`config.mk`:
```
export PLATFORM = sky130hd
export DESIGN_NAME = maxnet_engine_flat
export DESIGN_NICKNAME = d
export VERILOG_FILES = /design/src/rtl/maxnet_pkg.sv /design/src/rtl/maxnet_if.sv /design/src/rtl/maxnet_pu.sv /design/src/rtl/maxnet_engine.sv /design/src/flat_wrapper.sv
export SDC_FILE = /design/constraint.sdc
export NUM_CORES = 1
export LEC_CHECK = 0
export CORE_AREA = 2 2 198 200
export CTS_CLUSTER_DIAMETER = 40
export DETAILED_ROUTE_END_ITERATION = 10
export DIE_AREA = 0 0 200 202
export GPL_ROUTABILITY_DRIVEN = 0
export PLACE_DENSITY = 0.53
export REMOVE_ABC_BUFFERS = 1
export SETUP_SLACK_MARGIN = 0.05
export SLEW_MARGIN = 20
export SYNTH_ARGS = -nofsm -noshare
export SYNTH_HDL_FRONTEND = slang
export SYNTH_SLANG_ARGS = --single-unit
```
`constraint.sdc`:
```
create_clock -name clk -period 10 [get_ports clk]
set_clock_uncertainty 0.05 [all_clocks]
set_input_delay 2 -clock clk [delete_from_list [all_inputs] [get_ports clk]]
set_output_delay 2 -clock clk [all_outputs]
set_load 0.01 [all_outputs]
```
`src/rtl/maxnet_pkg.sv`:
```
// Shared types and helpers for the winner-take-all engine.
package maxnet_pkg;

  typedef enum logic [2:0] {
    IDLE  = 3'd0,
    LOAD  = 3'd1,
    CHECK = 3'd2,
    ITER  = 3'd3,
    DONE  = 3'd4
  } state_t;

  // Width of the clamp-subtract operands; wide enough for any sum used here.
  localparam int unsigned CLAMP_W = 64;

  // Activation sum width: one carry bit per doubling of channel count.
  function automatic int unsigned sum_width(input int unsigned dw, input int unsigned n_ch);
    return dw + $clog2(n_ch);
  endfunction

  // Full product width of EPS * (S - a_i) before the fractional shift.
  function automatic int unsigned prod_width(input int unsigned sw, input int unsigned frac);
    return sw + frac;
  endfunction

  // Unsigned a - b, floored at zero.
  function automatic logic [CLAMP_W-1:0] sub_clamp(input logic [CLAMP_W-1:0] a,
                                                   input logic [CLAMP_W-1:0] b);
    return (a > b) ? (a - b) : '0;
  endfunction

endpackage

```
`src/rtl/maxnet_if.sv`:
```
// Control/data bundle between the engine and its host.
interface maxnet_if #(
  parameter int unsigned DW   = 16,
  parameter int unsigned IDXW = 2,
  parameter int unsigned ITW  = 7
);
  logic            start;
  logic            in_valid;
  logic [DW-1:0]   in_data;
  logic            in_ready;
  logic            busy;
  logic            done;
  logic [DW-1:0]   result;
  logic [IDXW-1:0] winner_idx;
  logic            no_winner;
  logic            timeout;
  logic [ITW-1:0]  iter_count;

  modport master (
    output start, in_valid, in_data,
    input  in_ready, busy, done, result, winner_idx, no_winner, timeout, iter_count
  );

  modport slave (
    input  start, in_valid, in_data,
    output in_ready, busy, done, result, winner_idx, no_winner, timeout, iter_count
  );
endinterface

```
`src/rtl/maxnet_pu.sv`:
```
// One processing unit: holds a single activation and applies lateral inhibition.
module maxnet_pu
  import maxnet_pkg::*;
#(
  parameter int unsigned DW   = 16,
  parameter int unsigned SW   = 18,
  parameter int unsigned FRAC = 8,
  parameter int unsigned EPS  = 64
) (
  input  logic          clk,
  input  logic          rst,
  input  logic          load_en,
  input  logic [DW-1:0] load_val,
  input  logic          upd_en,
  input  logic [SW-1:0] sum,
  output logic [DW-1:0] act,
  output logic          zero_c
);

  localparam int unsigned PW = prod_width(SW, FRAC);

  logic [SW-1:0] diff;
  logic [PW-1:0] prod;
  logic [SW-1:0] inhib;
  logic [DW-1:0] nxt;

  // Inhibition from all other channels and the clamped next activation.
  always_comb begin
    diff  = sum - SW'(act);
    prod  = PW'(EPS) * PW'(diff);
    inhib = SW'(prod >> FRAC);
    nxt   = DW'(sub_clamp(CLAMP_W'(act), CLAMP_W'(inhib)));
  end

  // Activation register: load has priority over iteration update.
  always_ff @(posedge clk) begin
    if (rst) begin
      act <= '0;
    end else if (load_en) begin
      act <= load_val;
    end else if (upd_en) begin
      act <= nxt;
    end
  end

  assign zero_c = (act == '0);

endmodule

```
`src/rtl/maxnet_engine.sv`:
```
// Winner-take-all engine: stream in N_CH activations, iterate inhibition,
// report the surviving channel (or the maximum on timeout).
module maxnet_engine
  import maxnet_pkg::*;
#(
  parameter int unsigned N_CH     = 4,
  parameter int unsigned DW       = 16,
  parameter int unsigned FRAC     = 8,
  parameter int unsigned EPS      = 64,
  parameter int unsigned MAX_ITER = 64
) (
  input logic     clk,
  input logic     rst,
  maxnet_if.slave bus
);

  localparam int unsigned IDXW = $clog2(N_CH);
  localparam int unsigned ITW  = $clog2(MAX_ITER + 1);
  localparam int unsigned SW   = sum_width(DW, N_CH);
  localparam int unsigned NZW  = $clog2(N_CH + 1);

  state_t          state;
  logic [IDXW-1:0] load_cnt;
  logic [ITW-1:0]  iter_cnt;
  logic            in_ready_q;
  logic            busy_q;
  logic            done_q;
  logic [DW-1:0]   result_q;
  logic [IDXW-1:0] winner_q;
  logic            no_winner_q;
  logic            timeout_q;

  logic [DW-1:0]   act [N_CH];
  logic [N_CH-1:0] zero;
  logic [N_CH-1:0] load_en;
  logic [DW-1:0]   load_val;
  logic            accept;
  logic            upd_en;
  logic [SW-1:0]   sum;
  logic [NZW-1:0]  nz;
  logic [IDXW-1:0] best_idx;
  logic [DW-1:0]   best_val;

  assign accept   = (state == LOAD) && bus.in_valid;
  assign upd_en   = (state == ITER);
  assign load_val = bus.in_data[DW-1] ? '0 : bus.in_data;

  // One-hot load strobe addressed by the load counter.
  always_comb begin
    load_en = '0;
    for (int i = 0; i < N_CH; i++) begin
      load_en[i] = accept && (load_cnt == IDXW'(i));
    end
  end

  for (genvar g = 0; g < N_CH; g++) begin : g_pu
    maxnet_pu #(
      .DW   (DW),
      .SW   (SW),
      .FRAC (FRAC),
      .EPS  (EPS)
    ) u_pu (
      .clk      (clk),
      .rst      (rst),
      .load_en  (load_en[g]),
      .load_val (load_val),
      .upd_en   (upd_en),
      .sum      (sum),
      .act      (act[g]),
      .zero_c   (zero[g])
    );
  end

  // Activation sum, nonzero popcount and lowest-index argmax.
  always_comb begin
    sum      = '0;
    nz       = '0;
    best_idx = '0;
    best_val = act[0];
    for (int i = 0; i < N_CH; i++) begin
      sum = sum + SW'(act[i]);
      if (!zero[i]) begin
        nz = nz + NZW'(1);
      end
      if (act[i] > best_val) begin
        best_val = act[i];
        best_idx = IDXW'(i);
      end
    end
  end

  // Control FSM with registered status and result outputs.
  always_ff @(posedge clk) begin
    if (rst) begin
      state       <= IDLE;
      load_cnt    <= '0;
      iter_cnt    <= '0;
      in_ready_q  <= 1'b0;
      busy_q      <= 1'b0;
      done_q      <= 1'b0;
      result_q    <= '0;
      winner_q    <= '0;
      no_winner_q <= 1'b0;
      timeout_q   <= 1'b0;
    end else begin
      case (state)
        IDLE, DONE: begin
          if (bus.start) begin
            state       <= LOAD;
            load_cnt    <= '0;
            iter_cnt    <= '0;
            done_q      <= 1'b0;
            no_winner_q <= 1'b0;
            timeout_q   <= 1'b0;
            in_ready_q  <= 1'b1;
            busy_q      <= 1'b1;
          end
        end
        LOAD: begin
          if (bus.in_valid) begin
            if (load_cnt == IDXW'(N_CH - 1)) begin
              state      <= CHECK;
              in_ready_q <= 1'b0;
            end else begin
              load_cnt <= load_cnt + IDXW'(1);
            end
          end
        end
        CHECK: begin
          if (nz <= NZW'(1)) begin
            state       <= DONE;
            busy_q      <= 1'b0;
            done_q      <= 1'b1;
            no_winner_q <= (nz == '0);
            result_q    <= best_val;
            winner_q    <= best_idx;
          end else if (iter_cnt == ITW'(MAX_ITER)) begin
            state     <= DONE;
            busy_q    <= 1'b0;
            done_q    <= 1'b1;
            timeout_q <= 1'b1;
            result_q  <= best_val;
            winner_q  <= best_idx;
          end else begin
            state <= ITER;
          end
        end
        ITER: begin
          iter_cnt <= iter_cnt + ITW'(1);
          state    <= CHECK;
        end
        default: begin
          state <= IDLE;
        end
      endcase
    end
  end

  assign bus.in_ready   = in_ready_q;
  assign bus.busy       = busy_q;
  assign bus.done       = done_q;
  assign bus.result     = result_q;
  assign bus.winner_idx = winner_q;
  assign bus.no_winner  = no_winner_q;
  assign bus.timeout    = timeout_q;
  assign bus.iter_count = iter_cnt;

endmodule
```
`src/flat_wrapper.sv`:
```
// flat-port wrapper written by rule: the top's interface ports become plain ports
module maxnet_engine_flat import maxnet_pkg::*;
#(
  parameter int unsigned N_CH     = 4,
  parameter int unsigned DW       = 16,
  parameter int unsigned FRAC     = 8,
  parameter int unsigned EPS      = 64,
  parameter int unsigned MAX_ITER = 64
)
  (clk, rst, bus_start, bus_in_valid, bus_in_data, bus_in_ready, bus_busy, bus_done, bus_result, bus_winner_idx, bus_no_winner, bus_timeout, bus_iter_count);
  maxnet_if #(.DW(DW)) bus_i ();
  input logic clk;
  input logic rst;
  input wire logic [$bits(bus_i.start)-1:0] bus_start;
  input wire logic [$bits(bus_i.in_valid)-1:0] bus_in_valid;
  input wire logic [$bits(bus_i.in_data)-1:0] bus_in_data;
  output wire logic [$bits(bus_i.in_ready)-1:0] bus_in_ready;
  output wire logic [$bits(bus_i.busy)-1:0] bus_busy;
  output wire logic [$bits(bus_i.done)-1:0] bus_done;
  output wire logic [$bits(bus_i.result)-1:0] bus_result;
  output wire logic [$bits(bus_i.winner_idx)-1:0] bus_winner_idx;
  output wire logic [$bits(bus_i.no_winner)-1:0] bus_no_winner;
  output wire logic [$bits(bus_i.timeout)-1:0] bus_timeout;
  output wire logic [$bits(bus_i.iter_count)-1:0] bus_iter_count;
  assign bus_i.start = bus_start;
  assign bus_i.in_valid = bus_in_valid;
  assign bus_i.in_data = bus_in_data;
  assign bus_in_ready = bus_i.in_ready;
  assign bus_busy = bus_i.busy;
  assign bus_done = bus_i.done;
  assign bus_result = bus_i.result;
  assign bus_winner_idx = bus_i.winner_idx;
  assign bus_no_winner = bus_i.no_winner;
  assign bus_timeout = bus_i.timeout;
  assign bus_iter_count = bus_i.iter_count;
  maxnet_engine #(.N_CH(N_CH), .DW(DW), .FRAC(FRAC), .EPS(EPS), .MAX_ITER(MAX_ITER)) u_core (.clk(clk), .rst(rst), .bus(bus_i));
endmodule
```
==> impl_metrics.prom <==
# TYPE chip_impl_metric gauge
chip_impl_metric{name="timing.final.setup_violations",unit=""} 0
chip_impl_metric{name="yosysWarningCount",unit=""} 0
chip_impl_metric{name="placement.cell_area",unit="um2"} 14300
chip_impl_metric{name="power_leakage",unit="nW"} 6.28
chip_impl_metric{name="antenna_cells_inserted",unit=""} 0
chip_impl_metric{name="worstSkewPairLatency",unit="ns"} 0.38
chip_impl_metric{name="cts-htree-levels",unit=""} 3
chip_impl_metric{name="synth.top_cell.area_share",unit="%"} 20.3
chip_impl_metric{name="vdd_drop_max",unit="uV"} 97.2
chip_impl_metric{name="critPathRequiredTime",unit="ns"} 10.26
chip_impl_metric{name="fmax",unit="MHz"} 121
chip_impl_metric{name="ios",unit=""} 50
chip_impl_metric{name="die-area",unit="um2"} 40400
chip_impl_info{name="cts-root-buf",value="clkbuf_16"} 1
chip_impl_metric{name="sequential_cell_area",unit="um2"} 1980
chip_impl_metric{name="remaining_drc_errors",unit=""} 0
chip_impl_metric{name="clk_pin_slew",unit="ns"} 0.07
chip_impl_info{name="slowest_stage",value="a211oi_4"} 1
chip_impl_metric{name="wl",unit="um"} 43100
chip_impl_metric{name="postRouteAntennaNets",unit=""} 0
chip_impl_metric{name="number_of_global_route_vias_before_repair",unit=""} 12134
chip_impl_metric{name="grt_usage",unit="%"} 21.6
chip_impl_info{name="unrepaired_setup_endpoints_after_global_routing",value="no"} 1
chip_impl_metric{name="worst_margin_slew",unit="ns"} 1.05
chip_impl_metric{name="num-fill-cells",unit=""} 4003
chip_impl_metric{name="share_of_final_layout_standard_cells_stronger_than_drive_strength_1",unit="%"} 3.34
chip_impl_metric{name="min_period",unit="ns"} 8.26
chip_impl_metric{name="final_net_count",unit=""} 2016
chip_impl_metric{name="critPathMaxStageDelay",unit="ns"} 0.65
chip_impl_info{name="largest_area_contributor_in_the_synthesized_netlist",value="ha_1"} 1
chip_impl_metric{name="synth-edff-count",unit=""} 0
chip_impl_metric{name="crit_cells",unit=""} 32
chip_impl_metric{name="cts_max_path_buffers",unit=""} 2
chip_impl_metric{name="floorplan.rows",unit=""} 72
chip_impl_metric{name="final_cell_area",unit="um2"} 14600
chip_impl_metric{name="synthDistinctLibCells",unit=""} 75
chip_impl_metric{name="viasPerCell",unit=""} 5.58
chip_impl_metric{name="m1WireLength",unit="um"} 20800
chip_impl_metric{name="cts_hold_buffers",unit=""} 0
chip_impl_metric{name="seq_area_frac_synth",unit="%"} 15.0
chip_impl_info{name="highest_layer",value="met4"} 1
chip_impl_metric{name="detailedRoute.firstPassIterationCount",unit=""} 5
chip_impl_metric{name="arrival",unit="ns"} 8.52
chip_impl_metric{name="syn_area",unit="um2"} 13300
chip_impl_metric{name="overflow",unit=""} 0
chip_impl_metric{name="reg2regPathDepth",unit=""} 32
chip_impl_metric{name="total_power",unit="mW"} 1.98
chip_impl_metric{name="maximum_net_fanout_on_the_critical_path",unit=""} 16
chip_impl_metric{name="grt_first_pass_wirelength",unit="um"} 67000
chip_impl_info{name="layout.cells.most_common_list",value="ha_1, nor2_1, inv_1"} 1
chip_impl_metric{name="routed-wl-met3",unit="um"} 2030
chip_impl_metric{name="number_of_antenna_violations_at_the_first_check_in_global_routing",unit=""} 0
chip_impl_metric{name="timing_hold_violations_final",unit=""} 0
chip_impl_info{name="worst_setup_sp_type",value="flop"} 1
chip_impl_metric{name="post_cts.repair.setup_buffers",unit=""} 0
chip_impl_metric{name="power_density",unit="nW/um2"} 136
chip_impl_metric{name="hold-path-cell-count",unit=""} 2
chip_impl_info{name="cts_tree",value="yes"} 1
chip_impl_metric{name="cts_num_sinks",unit=""} 99
chip_impl_metric{name="post_drt_wl_per_cell",unit="um"} 18.9
chip_impl_metric{name="timing.max_slew.rel_slack",unit="%"} 30.0
chip_impl_info{name="critical_path.endpoint_type",value="flop"} 1
chip_impl_metric{name="cts_resized",unit=""} 0
chip_impl_info{name="dominant_synthesized_flop_cell",value="dfxtp_1"} 1
chip_impl_metric{name="dieHeight",unit="um"} 202
chip_impl_metric{name="timing.max_cap.violations",unit=""} 0
chip_impl_metric{name="core-area",unit="um2"} 38300
chip_impl_metric{name="period_share",unit="%"} 82.6
chip_impl_metric{name="area_occupied_by_multi_input_gates",unit="um2"} 10500
chip_impl_metric{name="synthesis.instances",unit=""} 1747
chip_impl_info{name="min-delay-path-class",value="reg -> reg"} 1
chip_impl_info{name="critical_path.top_delay_family",value="compound AO/OA/AOI/OAI gates"} 1
chip_impl_metric{name="timing.reg2reg.setup_slack",unit="ns"} 1.74
chip_impl_metric{name="ys_seq_elements",unit=""} 99
chip_impl_metric{name="die_w",unit="um"} 200
chip_impl_metric{name="synthToLayoutAreaGrowth",unit="%"} 9.87
chip_impl_info{name="timing.critical_path.mode_cell",value="ha_1"} 1
chip_impl_metric{name="grt_start_max_net_pins",unit=""} 74
chip_impl_metric{name="dr_total_vias",unit=""} 12741
chip_impl_metric{name="initial_utilization",unit="%"} 34.6
chip_impl_metric{name="io_buffers",unit=""} 49
chip_impl_metric{name="synthesis.area_per_instance",unit="um2"} 7.59
chip_impl_metric{name="report.final.slew_viol_count",unit=""} 0
chip_impl_info{name="mostFrequentLayoutCell",value="ha_1"} 1
chip_impl_info{name="timing.setup.critical_path_class",value="reg -> reg"} 1
chip_impl_metric{name="total_length_of_routed_met2_wires",unit="um"} 19400
chip_impl_metric{name="fin_tns_setup",unit="ns"} 0
chip_impl_metric{name="cts-buffers-inserted",unit=""} 9
chip_impl_info{name="status",value="finished, final reports clean"} 1
chip_impl_metric{name="critPathBufInv",unit=""} 2
chip_impl_info{name="yosys-top-cells-area",value="ha_1, dfxtp_1, xnor2_1, nor2_1, a21oi_1"} 1
chip_impl_metric{name="drt_iter0_markers",unit=""} 900
chip_impl_metric{name="place.detailed.hpwl",unit="um"} 35000
chip_impl_metric{name="ys_async_sr_fraction",unit="%"} 0
-- through the flow --
stage | instances | util [%] | hold WS [ns] | setup slack [ns]
after detailed placement | 2266 | 37.2 | 0.423 | 1.58
after global placement | 2266 | 37.2 | 0.414 | 1.73
after global routing | 2282 | 38.0 | 0.444 | 1.23
final | 2282 | 38.0 | 0.427 | 1.74
after CTS | 2282 | 38.0 | 0.435 | 1.52
after floorplan | 1690 | - | 0.426 | 2.58
-- state kept, by name (all words and copies together) (netlist names) --
register	cells
u_core.bus.iter_count	7
u_core.bus.timeout	1
u_core.bus.done	1
u_core.bus.winner_idx	2
u_core.load_cnt	2
u_core.bus.no_winner	1
u_core.bus.busy	1
u_core.bus.result	16
u_core.g_pu.u_pu.act	64
u_core.bus.in_ready	1
u_core.state	3
-- power breakdown --
| group | internal (mW) | switching, mW |
|---|---|---|
| logic | 0.498 | 0.704 |
| clock network | 0.185 | 0.184 |
| registers | 0.403 | 0.0112 |
-- cell usage after synthesis (5+ instances only) --
master	n
fa_1	22
buf_2	8
o31ai_1	6
a21boi_0	23
o22ai_1	14
a31oi_1	45
a211oi_1	28
nand2_1	53
or3_1	21
mux2i_1	18
nand3_1	72
dfxtp_1	99
a22oi_1	17
nor2_1	184
clkbuf_1	45
o211ai_1	8
a21o_1	50
nand3b_1	5
inv_1	151
o21bai_1	13
a21oi_1	136
nor3_1	34
and3_1	14
ha_1	215
nor4_1	23
xnor2_1	79
and2_1	5
nor2b_1	25
o21ai_0	114
nand2b_1	37
nand4_1	23
o21a_1	30
xor2_1	45
a221oi_1	5
or2_2	10
-- cell type report --
class | instances | area share [%]
clock buffers | 12 | 1.76
clock inverters | 4 | 0.215
inverters | 151 | 3.89
multi-input cells | 1440 | 72.2
flip-flops and latches | 99 | 13.6
well taps | 518 | 4.45
repair buffers | 58 | 3.82
-- cells by family after synthesis --
family | share of synthesized area, %
AOI/OAI and AO/OA | 25.9
and+or+nand+nor | 19.9
adders and majority gates | 23.6
buffers and inverters | 6.03
xor gates and xnor gates | 8.20
DFF | 15.0
muxes | 1.36
-- worst register-to-register path, delay by kind of cell, from the launching register on --
family                     cells  cell delay (ns)
and+or+nand+nor                8             1.25
AOI/OAI and AO/OA             14             3.41
buffers and inverters          2             0.10
adders and majority gates      6             2.31
DFF                            1             0.48
xor gates and xnor gates       2             0.60
-- metal layers --
layer	track usage, %	up-vias
met5	0	-
met4	5.95	0
met3	3.05	48
met2	34.8	308
met1	29.9	6047
li1	-	6338
-- path summary, 6_finish.rpt --
path / startpoint / endpoint
hold reg to reg: u_core.bus.busy$_SDFFE_PP0P_ / u_core.bus.busy$_SDFFE_PP0P_
setup / recovery: u_core.g_pu[1].u_pu.act[0]$_SDFFE_PP0P_ / u_core.g_pu[0].u_pu.act[0]$_SDFFE_PP0P_
setup reg to reg: u_core.g_pu[1].u_pu.act[0]$_SDFFE_PP0P_ / u_core.g_pu[0].u_pu.act[0]$_SDFFE_PP0P_
hold / removal: u_core.bus.busy$_SDFFE_PP0P_ / u_core.bus.busy$_SDFFE_PP0P_
Power figures use the tool's default switching activity.
